## src/rtl/ysyx_041514_fetch_ctrl.sv

```systemverilog
// rtl/ysyx_041514_fetch_ctrl.sv - single-outstanding icache fetch sequencer with redirect kill
module ysyx_041514_fetch_ctrl #(
    parameter int                ADDR_W   = 32,
    parameter logic [ADDR_W-1:0] RESET_PC = 32'h8000_0000
) (
    input  logic              clk,
    input  logic              rst,
    input  logic [ADDR_W-1:0] fetch_pc_i,
    input  logic              branch_valid_i,
    input  logic [ADDR_W-1:0] branch_pc_i,
    input  logic              clint_valid_i,
    input  logic [ADDR_W-1:0] clint_pc_i,
    output logic              if_req_o,
    output logic [ADDR_W-1:0] if_addr_o,
    input  logic              if_ready_i,
    input  logic              if_rvalid_i,
    input  logic [31:0]       if_rdata_i,
    output logic              inst_valid_o,
    output logic [31:0]       inst_o,
    output logic [ADDR_W-1:0] inst_pc_o,
    input  logic              id_ready_i,
    output logic              pc_stall_o,
    output logic [15:0]       drop_cnt_o
);

    localparam logic [1:0] S_IDLE = 2'd0;
    localparam logic [1:0] S_REQ  = 2'd1;
    localparam logic [1:0] S_WAIT = 2'd2;
    localparam logic [1:0] S_HOLD = 2'd3;

    logic [1:0]        state_q;
    logic [ADDR_W-1:0] addr_q;
    logic              kill_q;
    logic              pend_q;
    logic [ADDR_W-1:0] pend_pc_q;
    logic [31:0]       inst_q;
    logic [ADDR_W-1:0] ipc_q;
    logic [15:0]       drop_cnt_q;

    logic              redir;
    logic [ADDR_W-1:0] redir_pc;

    // Trap wins over branch when both fire in the same cycle.
    assign redir    = clint_valid_i | branch_valid_i;
    assign redir_pc = clint_valid_i ? clint_pc_i : branch_pc_i;

    always_ff @(posedge clk or negedge rst) begin
        if (!rst) begin
            state_q    <= S_IDLE;
            addr_q     <= RESET_PC;
            kill_q     <= 1'b0;
            pend_q     <= 1'b0;
            pend_pc_q  <= '0;
            inst_q     <= '0;
            ipc_q      <= '0;
            drop_cnt_q <= '0;
        end else begin
            case (state_q)
                S_IDLE: begin
                    state_q <= S_REQ;
                    addr_q  <= RESET_PC;
                end
                S_REQ: begin
                    if (if_ready_i) begin
                        state_q <= S_WAIT;
                        if (redir) begin
                            kill_q    <= 1'b1;
                            pend_q    <= 1'b1;
                            pend_pc_q <= redir_pc;
                        end
                    end else if (redir) begin
                        addr_q <= redir_pc;
                    end
                end
                S_WAIT: begin
                    if (if_rvalid_i) begin
                        // A same-cycle redirect both kills the response and supplies the new target.
                        if (kill_q || redir) begin
                            if (drop_cnt_q != 16'hFFFF) begin
                                drop_cnt_q <= drop_cnt_q + 16'd1;
                            end
                            state_q <= S_REQ;
                            addr_q  <= redir ? redir_pc : (pend_q ? pend_pc_q : addr_q);
                            kill_q  <= 1'b0;
                            pend_q  <= 1'b0;
                        end else begin
                            inst_q  <= if_rdata_i;
                            ipc_q   <= addr_q;
                            state_q <= S_HOLD;
                        end
                    end else if (redir) begin
                        kill_q    <= 1'b1;
                        pend_q    <= 1'b1;
                        pend_pc_q <= redir_pc;
                    end
                end
                S_HOLD: begin
                    if (redir) begin
                        state_q <= S_REQ;
                        addr_q  <= redir_pc;
                    end else if (id_ready_i) begin
                        state_q <= S_REQ;
                        addr_q  <= fetch_pc_i;
                    end
                end
                default: state_q <= S_IDLE;
            endcase
        end
    end

    assign if_req_o     = (state_q == S_REQ);
    assign if_addr_o    = addr_q;
    assign inst_valid_o = (state_q == S_HOLD);
    assign inst_o       = inst_q;
    assign inst_pc_o    = ipc_q;
    assign drop_cnt_o   = drop_cnt_q;
    assign pc_stall_o   = ~(((state_q == S_HOLD) & id_ready_i) | redir);

endmodule

```

## config.mk

```make
export PLATFORM = sky130hd
export DESIGN_NAME = ysyx_041514_fetch_ctrl
export DESIGN_NICKNAME = d
export VERILOG_FILES = /design/src/rtl/ysyx_041514_fetch_ctrl.sv
export SDC_FILE = /design/constraint.sdc
export NUM_CORES = 1
export LEC_CHECK = 0
export CAP_MARGIN = 20
export CORE_ASPECT_RATIO = 1.5
export CORE_MARGIN = 2
export CORE_UTILIZATION = 40
export DETAILED_ROUTE_END_ITERATION = 7
export PLACE_DENSITY_LB_ADDON = 0.25
export REMOVE_ABC_BUFFERS = 1
export SYNTH_ARGS = -nofsm -noshare
export SYNTH_HDL_FRONTEND = slang
export SYNTH_SLANG_ARGS = --single-unit
```

## constraint.sdc

```tcl
create_clock -name clk -period 2.5 [get_ports clk]
set_clock_uncertainty 0.2 [all_clocks]
set_input_delay 0.25 -clock clk [delete_from_list [all_inputs] [get_ports clk]]
set_output_delay 0.25 -clock clk [all_outputs]
set_load 0.005 [all_outputs]
```

### Word-level counts from Yosys, hierarchy flattened

Cells that the tools add are included.

| word-level totals | value |
|---|---|
| word-level logic and storage cells | 65 |
| bits in writable memories | 0 |
| bits in latches | 0 |
| output and inout port bits | 115 |
| bits of input ports | 135 |
| memories kept | 0 |
| memory bits (read-only) | 0 |
| register bits | 148 |

| operators by class | value |
|---|---|
| $mul | 0 |
| add/subtract/negate cells | 1 |
| magnitude comparators | 0 |
| equal/unequal tests | 13 |
| div/mod/pow operators | 0 |
| multiplexer cells | 29 |
| reduce and logical (&&, ||, !) cells | 9 |
| bitwise logic cells | 5 |
| shift-type cells | 0 |

Operators by type and width:

| cell | number |
|---|---|
| $mux 32 | 12 |
| $pmux 32 s4 | 1 |
| $pmux 32 s2 | 1 |
| $add 16x1->16 const B | 1 |
| $ne 16x16->1 const B | 1 |
| $reduce_and 3->1 | 4 |
| $mux 2 | 5 |
| $ne 2x2->1 const B | 4 |
| $pmux 2 s4 | 1 |
| $mux 1 | 7 |
| $ne 3x3->1 const B | 2 |
| $reduce_and 6->1 | 1 |
| $eq 2x2->1 const B | 2 |
| $ne 2x1->1 const B | 2 |
| $pmux 1 s2 | 2 |
| $reduce_and 4->1 | 1 |
| $ne 3x1->1 const B | 1 |
| $eq 2x1->1 const B | 1 |
| $logic_not 2->1 | 1 |
| $not 1->1 | 2 |
| $or 1x1->1 | 2 |
| $reduce_bool 2->1 | 1 |
| $and 1x1->1 | 1 |
| $logic_or 1x1->1 | 1 |

### Logic depth before layout (Yosys ltp)

Gate-level depths: netlist (run 1).

| depth | value |
|---|---|
| depth in word-level cells | 5 |
| mapped depth | 9 |
| mapped depth without buffers | 6 |

### Worst setup path before layout (run 1)

Ideal clock, no wire load.

| timing | value |
|---|---|
| path kind | register to register |
| from | register state_q[0] |
| to | register addr_q[0], in the netlist if_addr_o[0] |
| period minus slack after synthesis | 2.254 ns |
| data required time | 2.178 ns |
| arrival | 1.932 ns |
| setup time | 0.122 ns |
| setup slack | 0.246 ns |
| buffers on the path | 2 |
| cell stages (with the launch flop) | 8 |
| path through | dfrtp_1 ha_1 clkbuf_1 or2_2 a21oi_1 clkbuf_1 a21oi_1 a32o_1 |

| between the ends | value |
|---|---|
| longest elaborated chain between the ends | 3 |
| elaborated cells between the ends (all ways) | 12 |
| classes of those cells | eq/ne: 9; mux: 1; reduce/logical: 2 |

RTL lines:

| item | RTL line | text |
|---|---|---|
| from (decl) | 31 | `logic [1:0] state_q;` |
| from (signal assigned) | 49 | `state_q <= S_IDLE;` |
| from (signal assigned) | 60 | `state_q <= S_REQ;` |
| from (signal assigned) | 65 | `state_q <= S_WAIT;` |
| $eq 2x2->1 (*) | - |  |
| net inst_valid_o | 18 | `output logic inst_valid_o,` |
| $ne 3x1->1 (no line) | - |  |
| $reduce_and 6->1 (no line) | - |  |
| to (signal assigned) | 72 | `addr_q <= redir_pc;` |
| to (signal assigned) | 83 | `addr_q <= redir ? redir_pc : (pend_q ? pend_pc_q : addr_q);` |
| to (signal assigned) | 100 | `addr_q <= redir_pc;` |
| to (decl) | 32 | `logic [ADDR_W-1:0] addr_q;` |

Mark *: on every way through the listed nets, which the timed path passes. The rest lies on a longest branch.
A chain may end at the register's enable or synchronous reset.

### Worst setup path in the final report (run 1)

| timing | value |
|---|---|
| from | register state_q[0] |
| to | output inst_valid_o |

| between the ends | value |
|---|---|
| longest elaborated chain between the ends | 1 |

RTL lines:

| item | RTL line | text |
|---|---|---|
| $eq 2x2->1 | 113 | `assign inst_valid_o = (state_q == S_HOLD);` |
| to (decl) | 18 |  |

Every way passes these cells.

==> qor.yml, run 1 <==
outcome:
  status: "complete, no violations"
cells_and_area:
  final_layout_size_suffix_gt1_frac: 0.148
  nNetsFinal: 967
  finalInstanceArea_mm2: 0.0102
  syn2layout_area_growth_pct: 48.9
  final_cells: 1046
  nFillCells: 1362
  antennaDiodeCount: 0
detailed_routing:
  first_iter_violations: 299
  wl_per_cell_um: 19.6
  routed.top_layer: "met4"
  dr.pass1.iters: 5
  vias: 5827
  route.final.wire_length_mm: 20.5
  drc: 0
  wl_met3_mm: 1.38
  viasPerCell: 5.57
  met2_length_mm: 11.0
  m1WireLength_mm: 7.60
  antenna_left: 0
global_route:
  grt_pass1_vias: 6217
  track_usage: 0.226
  grt_pass1_wl_mm: 32.7
  overflow: 0
  grt_antenna_before_repair: 0
  grt_max_degree: 65
critical_path:
  critical_path.startpoint: "state_q[0]"
  worstSetupPathType: "flip-flop to output port"
  r2r-end: "if_addr_o[25]"
  timing.rr.start: "state_q[0]"
  worstPathRequired_ns: 2.05
  r2r_setup_slack_ns: 0.21
  endpoint_kind: "output port"
  arrival_ns: 1.95
  start_kind: "flip-flop"
  cp_max_fo: 33
  reg2reg_depth: 7
clock_tree:
  clock_sinks: 148
  cts_root_buf: "clkbuf_16"
  cts.path.max_buffers: 2
  cts.reportedPaths.clkPinSlew_ns: 0.07
  h-tree-depth: 4
  cts_tree: "built"
  cts_buffers: 17
  clk_latency_ns: 0.41
sta:
  tightest_slew_ns: 0.436
  fmax_ghz: 0.417
  fin_crit_sh: 0.960
  maxSlewHeadroom: 0.701
  rsz0062_at_grt: "false"
  period_needed_ns: 2.40
  drv_slew: 0
  final_hold_viol_count: 0
  setup_viol: 0
die:
  start_util: 0.408
  die-area_mm2: 0.0182
  fp-row-count: 58
  dieHeight_um: 164
  ios: 250
  core_mm2: 0.0168
  die_width_um: 111
synthesis:
  syn_area_mm2: 0.00684
  seq_area_frac_synth: 0.542
  postSynthCellCount: 575
  ys_types: 46
  yosysWarnings: 0
  synth_flop_cell: "dfrtp_1"
  synthArstFlopShare: 1.00
  synth_edf_count: 0
  synth_seq_cells: 148
  synth.avg_cell_area_um2: 11.9
power_and_ir_drop:
  leakage_nw: 4.34
  pwr_density_cell_mw_per_mm2: 911
  ir_drop_mv: 0.487
placement:
  placed_area_mm2: 0.00962
  place_hpwl_mm: 14.8
  port_buffers: 249
  dp.cells: 1013
  globalplace.congestion: 0.832
flow_run:
  cap_violations: 0
min_path:
  hp-class: "input port to asynchronous set/reset pin"
[layout make-up]
cell class / instances / area, um^2 / share of cell area
Tap cell: 210 / 263 / 0.0258
Inverter: 6 / 22.5 / 0.00221
Clock buffer: 17 / 425 / 0.0417
Sequential cell: 148 / 3700 / 0.364
Timing Repair Buffer: 272 / 2750 / 0.270
Multi-Input combinational cell: 379 / 2910 / 0.285
Clock inverter: 14 / 118 / 0.0115
[stage by stage]
| stage | setup slack, ns | power (mW) | TNS (ns) | utilization | hold slack, ns |
|---|---|---|---|---|---|
| 2_1_floorplan | -1.34 | 5.09 | -119.51 | - | -0.246 |
| 3_3_place_gp | 0.193 | 6.73 | 0 | 0.574 | 0.0189 |
| 3_5_place_dp | 0.0642 | 6.91 | 0 | 0.574 | 0.0250 |
| 4_1_cts | 0.00376 | 9.35 | 0 | 0.607 | 0.154 |
| 5_1_grt | 0.0204 | 9.83 | 0 | 0.608 | 0.172 |
| 6_report | 0.0997 | 9.28 | 0 | 0.608 | 0.151 |
[Yosys cell counts (2+ instances only)]
cell | instances | share of area
o211ai_1 | 2 | 0.0022
a22oi_1 | 31 | 0.034
nand3_1 | 3 | 0.0022
nand4_1 | 6 | 0.0055
nand4b_1 | 3 | 0.0038
mux2_2 | 60 | 0.099
inv_1 | 6 | 0.0033
a32o_1 | 32 | 0.047
nand2b_1 | 4 | 0.0037
buf_4 | 6 | 0.0066
buf_1 | 8 | 0.0044
dfrtp_1 | 147 | 0.54
ha_1 | 8 | 0.015
buf_2 | 8 | 0.0059
a31oi_1 | 3 | 0.0027
nor3_1 | 3 | 0.0022
mux2i_1 | 33 | 0.048
nand2_1 | 9 | 0.0049
clkbuf_1 | 14 | 0.0077
and3_1 | 4 | 0.0037
buf_6 | 6 | 0.0099
a21oi_1 | 69 | 0.050
xnor2_1 | 10 | 0.013
xor2_1 | 3 | 0.0038
o311ai_0 | 2 | 0.0026
nor2_1 | 39 | 0.021
mux2_1 | 7 | 0.012
o21ai_0 | 31 | 0.023
[report_power, final]
part           total, mW  switching (mW)  internal [mW]
Clock               2.36            1.07           1.29
Combinational       3.41            1.61           1.80
Sequential          3.51           0.458           3.05
Total               9.28            3.14           6.14
[critical path, cell delays in order (launching register included)]
cell and delay [ns]:
dfrtp_1 0.46, ha_1 0.29, buf_12 0.24, clkdlybuf4s50_1 0.55
[cells in the final DEF (no fill, tap or decap), types with 9 or more instances in the layout]
cell / count
a21oi_1: 68
a22oi_1: 31
a32o_1: 32
buf_4: 15
clkbuf_16: 17
clkdlybuf4s50_1: 247
dfrtp_1: 147
mux2_2: 60
mux2i_1: 33
nand2_1: 9
nor2_1: 39
o21ai_0: 31
xnor2_1: 10
[sequential cells by signal, indices dropped and copies added, names as in the netlist]
name,count
pend_pc_q,32
kill_q,1
if_addr_o,32
state_q,2
inst_pc_o,32
drop_cnt_o,16
inst_o,32
pend_q,1
[worst max path at each step]
stage	to	slack (ns)	cells past startpoint
2_1_floorplan	inst_o[0]	-1.34	5
3_3_place_gp	pc_stall_o	0.19	4
3_5_place_dp	if_addr_o[6]	0.06	7
4_1_cts	inst_valid_o	0.004	3
5_1_grt	inst_valid_o	0.02	3
6_report	inst_valid_o	0.1	3
[metal layers]
| metal | GRT usage | vias up |
|---|---|---|
| li1 | - | 2651 |
| met1 | 0.253 | 2868 |
| met2 | 0.410 | 270 |
| met3 | 0.0546 | 38 |
| met4 | 0.0989 | 0 |
| met5 | 0 | - |
[kinds of logic after synthesis]
logic type	synth area share
muxes	0.159
and+or+nand+nor	0.0596
DFF	0.542
adders and majority gates	0.0146
AOI/OAI and AO/OA	0.171
xor gates and xnor gates	0.0166
buffers and inverters	0.0377
[repair_timing]
item	4_1_cts	5_1_grt
endpoints found under the setup margin	5	1
pin swaps	1	0
resized for setup	1	2
hold buffers	1	0
setup buffers	1	0
endpoints found under the hold margin	48	0
Note: power is estimated with default switching activity, not from simulation.
==> inputs of run 2 (changes only) <==
--- a/config.mk
+++ b/config.mk
@@ -7,11 +7,10 @@
 export LEC_CHECK = 0
 export CAP_MARGIN = 20
 export CORE_ASPECT_RATIO = 1.5
-export CORE_MARGIN = 2
+export CORE_MARGIN = 4
 export CORE_UTILIZATION = 40
 export DETAILED_ROUTE_END_ITERATION = 7
 export PLACE_DENSITY_LB_ADDON = 0.25
-export REMOVE_ABC_BUFFERS = 1
 export SYNTH_ARGS = -nofsm -noshare
 export SYNTH_HDL_FRONTEND = slang
 export SYNTH_SLANG_ARGS = --single-unit
==> qor.yml, run 2 (synthesis results as in run 1) <==
outcome:
  status: "complete, no violations"
detailed_routing:
  antenna_left: 0  # unchanged
  wl_per_cell_um: 19.8  # +0.66%
  drc: 0  # unchanged
  route.final.wire_length_mm: 20.7  # +0.86%
  dr.pass1.iters: 6  # +1
  first_iter_violations: 291  # -2.7%
  vias: 5778  # -0.84%
  viasPerCell: 5.51  # -1.0%
clock_tree:
  cts_tree: "built"
  cts_buffers: 17  # unchanged
  cts.reportedPaths.clkPinSlew_ns: 0.06  # about the same
  cts.path.max_buffers: 2  # unchanged
  clock_sinks: 148  # unchanged
  clk_latency_ns: 0.42  # about the same
  h-tree-depth: 4  # unchanged
  cts_root_buf: "clkbuf_16"
cells_and_area:
  nNetsFinal: 969  # +0.21%
  syn2layout_area_growth_pct: 49.4
  final_cells: 1048  # +0.19%
  antennaDiodeCount: 0  # unchanged
  finalInstanceArea_mm2: 0.0102  # +0.33%
  final_core_util: 0.610  # +0.00202
  nFillCells: 1414  # +3.8%
  regArea_mm2: 0.00370  # unchanged
  mostFrequentLayoutCells: "clkdlybuf4s50_1, dfrtp_1, a21oi_1, mux2_2, nor2_1"
  final_layout_size_suffix_gt1_frac: 0.150  # +0.00203
  final_common_cell: "clkdlybuf4s50_1"
  multi_input_area_mm2: 0.00291  # +0.17%
die:
  ios: 250  # unchanged
  start_util: 0.408  # unchanged
  die_width_um: 115  # +3.6%
  fp-row-count: 58  # unchanged
  dieHeight_um: 168  # +2.4%
  die-area_mm2: 0.0193  # +6.1%
  core_mm2: 0.0168  # unchanged
placement:
  globalplace.congestion: 0.835  # +0.35%
  dp.cells: 1016  # +0.30%
  place_hpwl_mm: 14.9  # +0.49%
  pre_cts_slack_ns: 0.0696  # +0.00535 ns
  placed_area_mm2: 0.00959  # -0.29%
  port_buffers: 249  # unchanged
critical_path:
  cp_max_fo: 33  # unchanged
  critical_path.startpoint: "state_q[0]"
  endpoint_kind: "output port"
  worstSetupPathType: "flip-flop to output port"
  reg2reg_depth: 8  # +1
  r2r_setup_slack_ns: 0.21  # about the same
  arrival_ns: 1.93  # -0.02 ns
  worstPathRequired_ns: 2.05  # about the same
  start_kind: "flip-flop"
  r2r-end: "if_addr_o[15]"
  timing.rr.start: "state_q[0]"
synthesis:
  synth.net_count: 718
sta:
  fin_crit_sh: 0.953  # -0.00715
  final_hold_viol_count: 0  # unchanged
  maxSlewHeadroom: 0.527  # -0.174
  period_needed_ns: 2.38  # -0.0179 ns
  setup_viol: 0  # unchanged
  holdWs_ns: 0.103  # -0.0480 ns
  drv_slew: 0  # unchanged
  finalSetupTns_ns: 0  # unchanged
  rsz0062_at_grt: "false"
  fmax_ghz: 0.420  # +0.75%
  worst_slack_ns: 0.118  # +0.0179 ns
  tightest_slew_ns: 0.698  # +0.262 ns
flow_run:
  cap_violations: 0  # unchanged
global_route:
  grt_pass1_vias: 6065  # -2.4%
  grt_antenna_before_repair: 0  # unchanged
  grt_pass1_wl_mm: 31.7  # -3.0%
  track_usage: 0.211  # -0.0155
  overflow: 0  # unchanged
  grt_max_degree: 84  # +29%
min_path:
  hp-class: "input port to asynchronous set/reset pin"
power_and_ir_drop:
  leakage_nw: 4.37  # +0.76%
  ir_drop_mv: 0.486  # -0.21%
  pwr_density_cell_mw_per_mm2: 935  # +2.7%
  power_mw: 9.56  # +3.0%
[run 2: cell types whose count changed in the layout (fill, tap and decap cells not counted), sizes merged]
cell / change
inv: -6
clkinv: +4
clkbuf: +2
clkinvlp: -3
buf: +1
bufinv: +4
[run 2: where the power goes]
group          internal, mW  total (mW)  switching (mW)  leakage [nW]
logic                  1.76        3.41            1.65          2.16
registers              3.05        3.49           0.446          1.92
clock network          1.67        2.66           0.991         0.297
total                  6.47        9.56            3.08          4.37
[run 2: area by class of cell]
| cell class | count | share of cell area |
|---|---|---|
| Multi-Input combinational cell | 379 | 0.285 |
| Inverter | 6 | 0.00220 |
| Sequential cell | 148 | 0.362 |
| Clock inverter | 13 | 0.0180 |
| Clock buffer | 18 | 0.0420 |
| Tap cell | 210 | 0.0257 |
| Timing Repair Buffer | 274 | 0.265 |
[run 2: metal layers]
| metal | routed length, um | global-route usage | vias up |
|---|---|---|---|
| met5 | 0 | 0 | - |
| met4 | 406 | 0.0730 | 0 |
| met3 | 1540 | 0.0565 | 26 |
| met2 | 10900 | 0.376 | 246 |
| met1 | 7890 | 0.240 | 2849 |
| li1 | - | - | 2657 |
[run 2: worst max-delay path, cell delays in order (launching register included)]
cell and delay, ns:
dfrtp_1 0.44, ha_1 0.21, clkbuf_8 0.31, clkdlybuf4s50_1 0.56
[run 2: how the worst max path moves through the flow]
stage                          to  slack [ns]  depth (start not counted)
floorplan            if_addr_o[0]        0.25                          7
global placement    if_addr_o[17]        0.12                          6
detailed placement     inst_o[14]        0.07                          5
CTS                  inst_valid_o        0.06                          3
global route         inst_valid_o       0.008                          3
finish               inst_valid_o        0.12                          3
[run 2: timing repair]
item,4_1_cts,5_1_grt
buffers inserted,0,0
gates resized for setup,1,2
hold endpoints to repair,147,0
setup endpoints to repair,1,2
hold buffers,1,0
==> inputs of run 3 (changes only) <==
--- a/config.mk
+++ b/config.mk
@@ -5,7 +5,7 @@
 export SDC_FILE = /design/constraint.sdc
 export NUM_CORES = 1
 export LEC_CHECK = 0
-export CAP_MARGIN = 20
+export CAP_MARGIN = 5
 export CORE_ASPECT_RATIO = 1.5
 export CORE_MARGIN = 4
 export CORE_UTILIZATION = 40
==> results of run 3 <==
The final DEF is identical to that of run 2; final timing and power are the same.
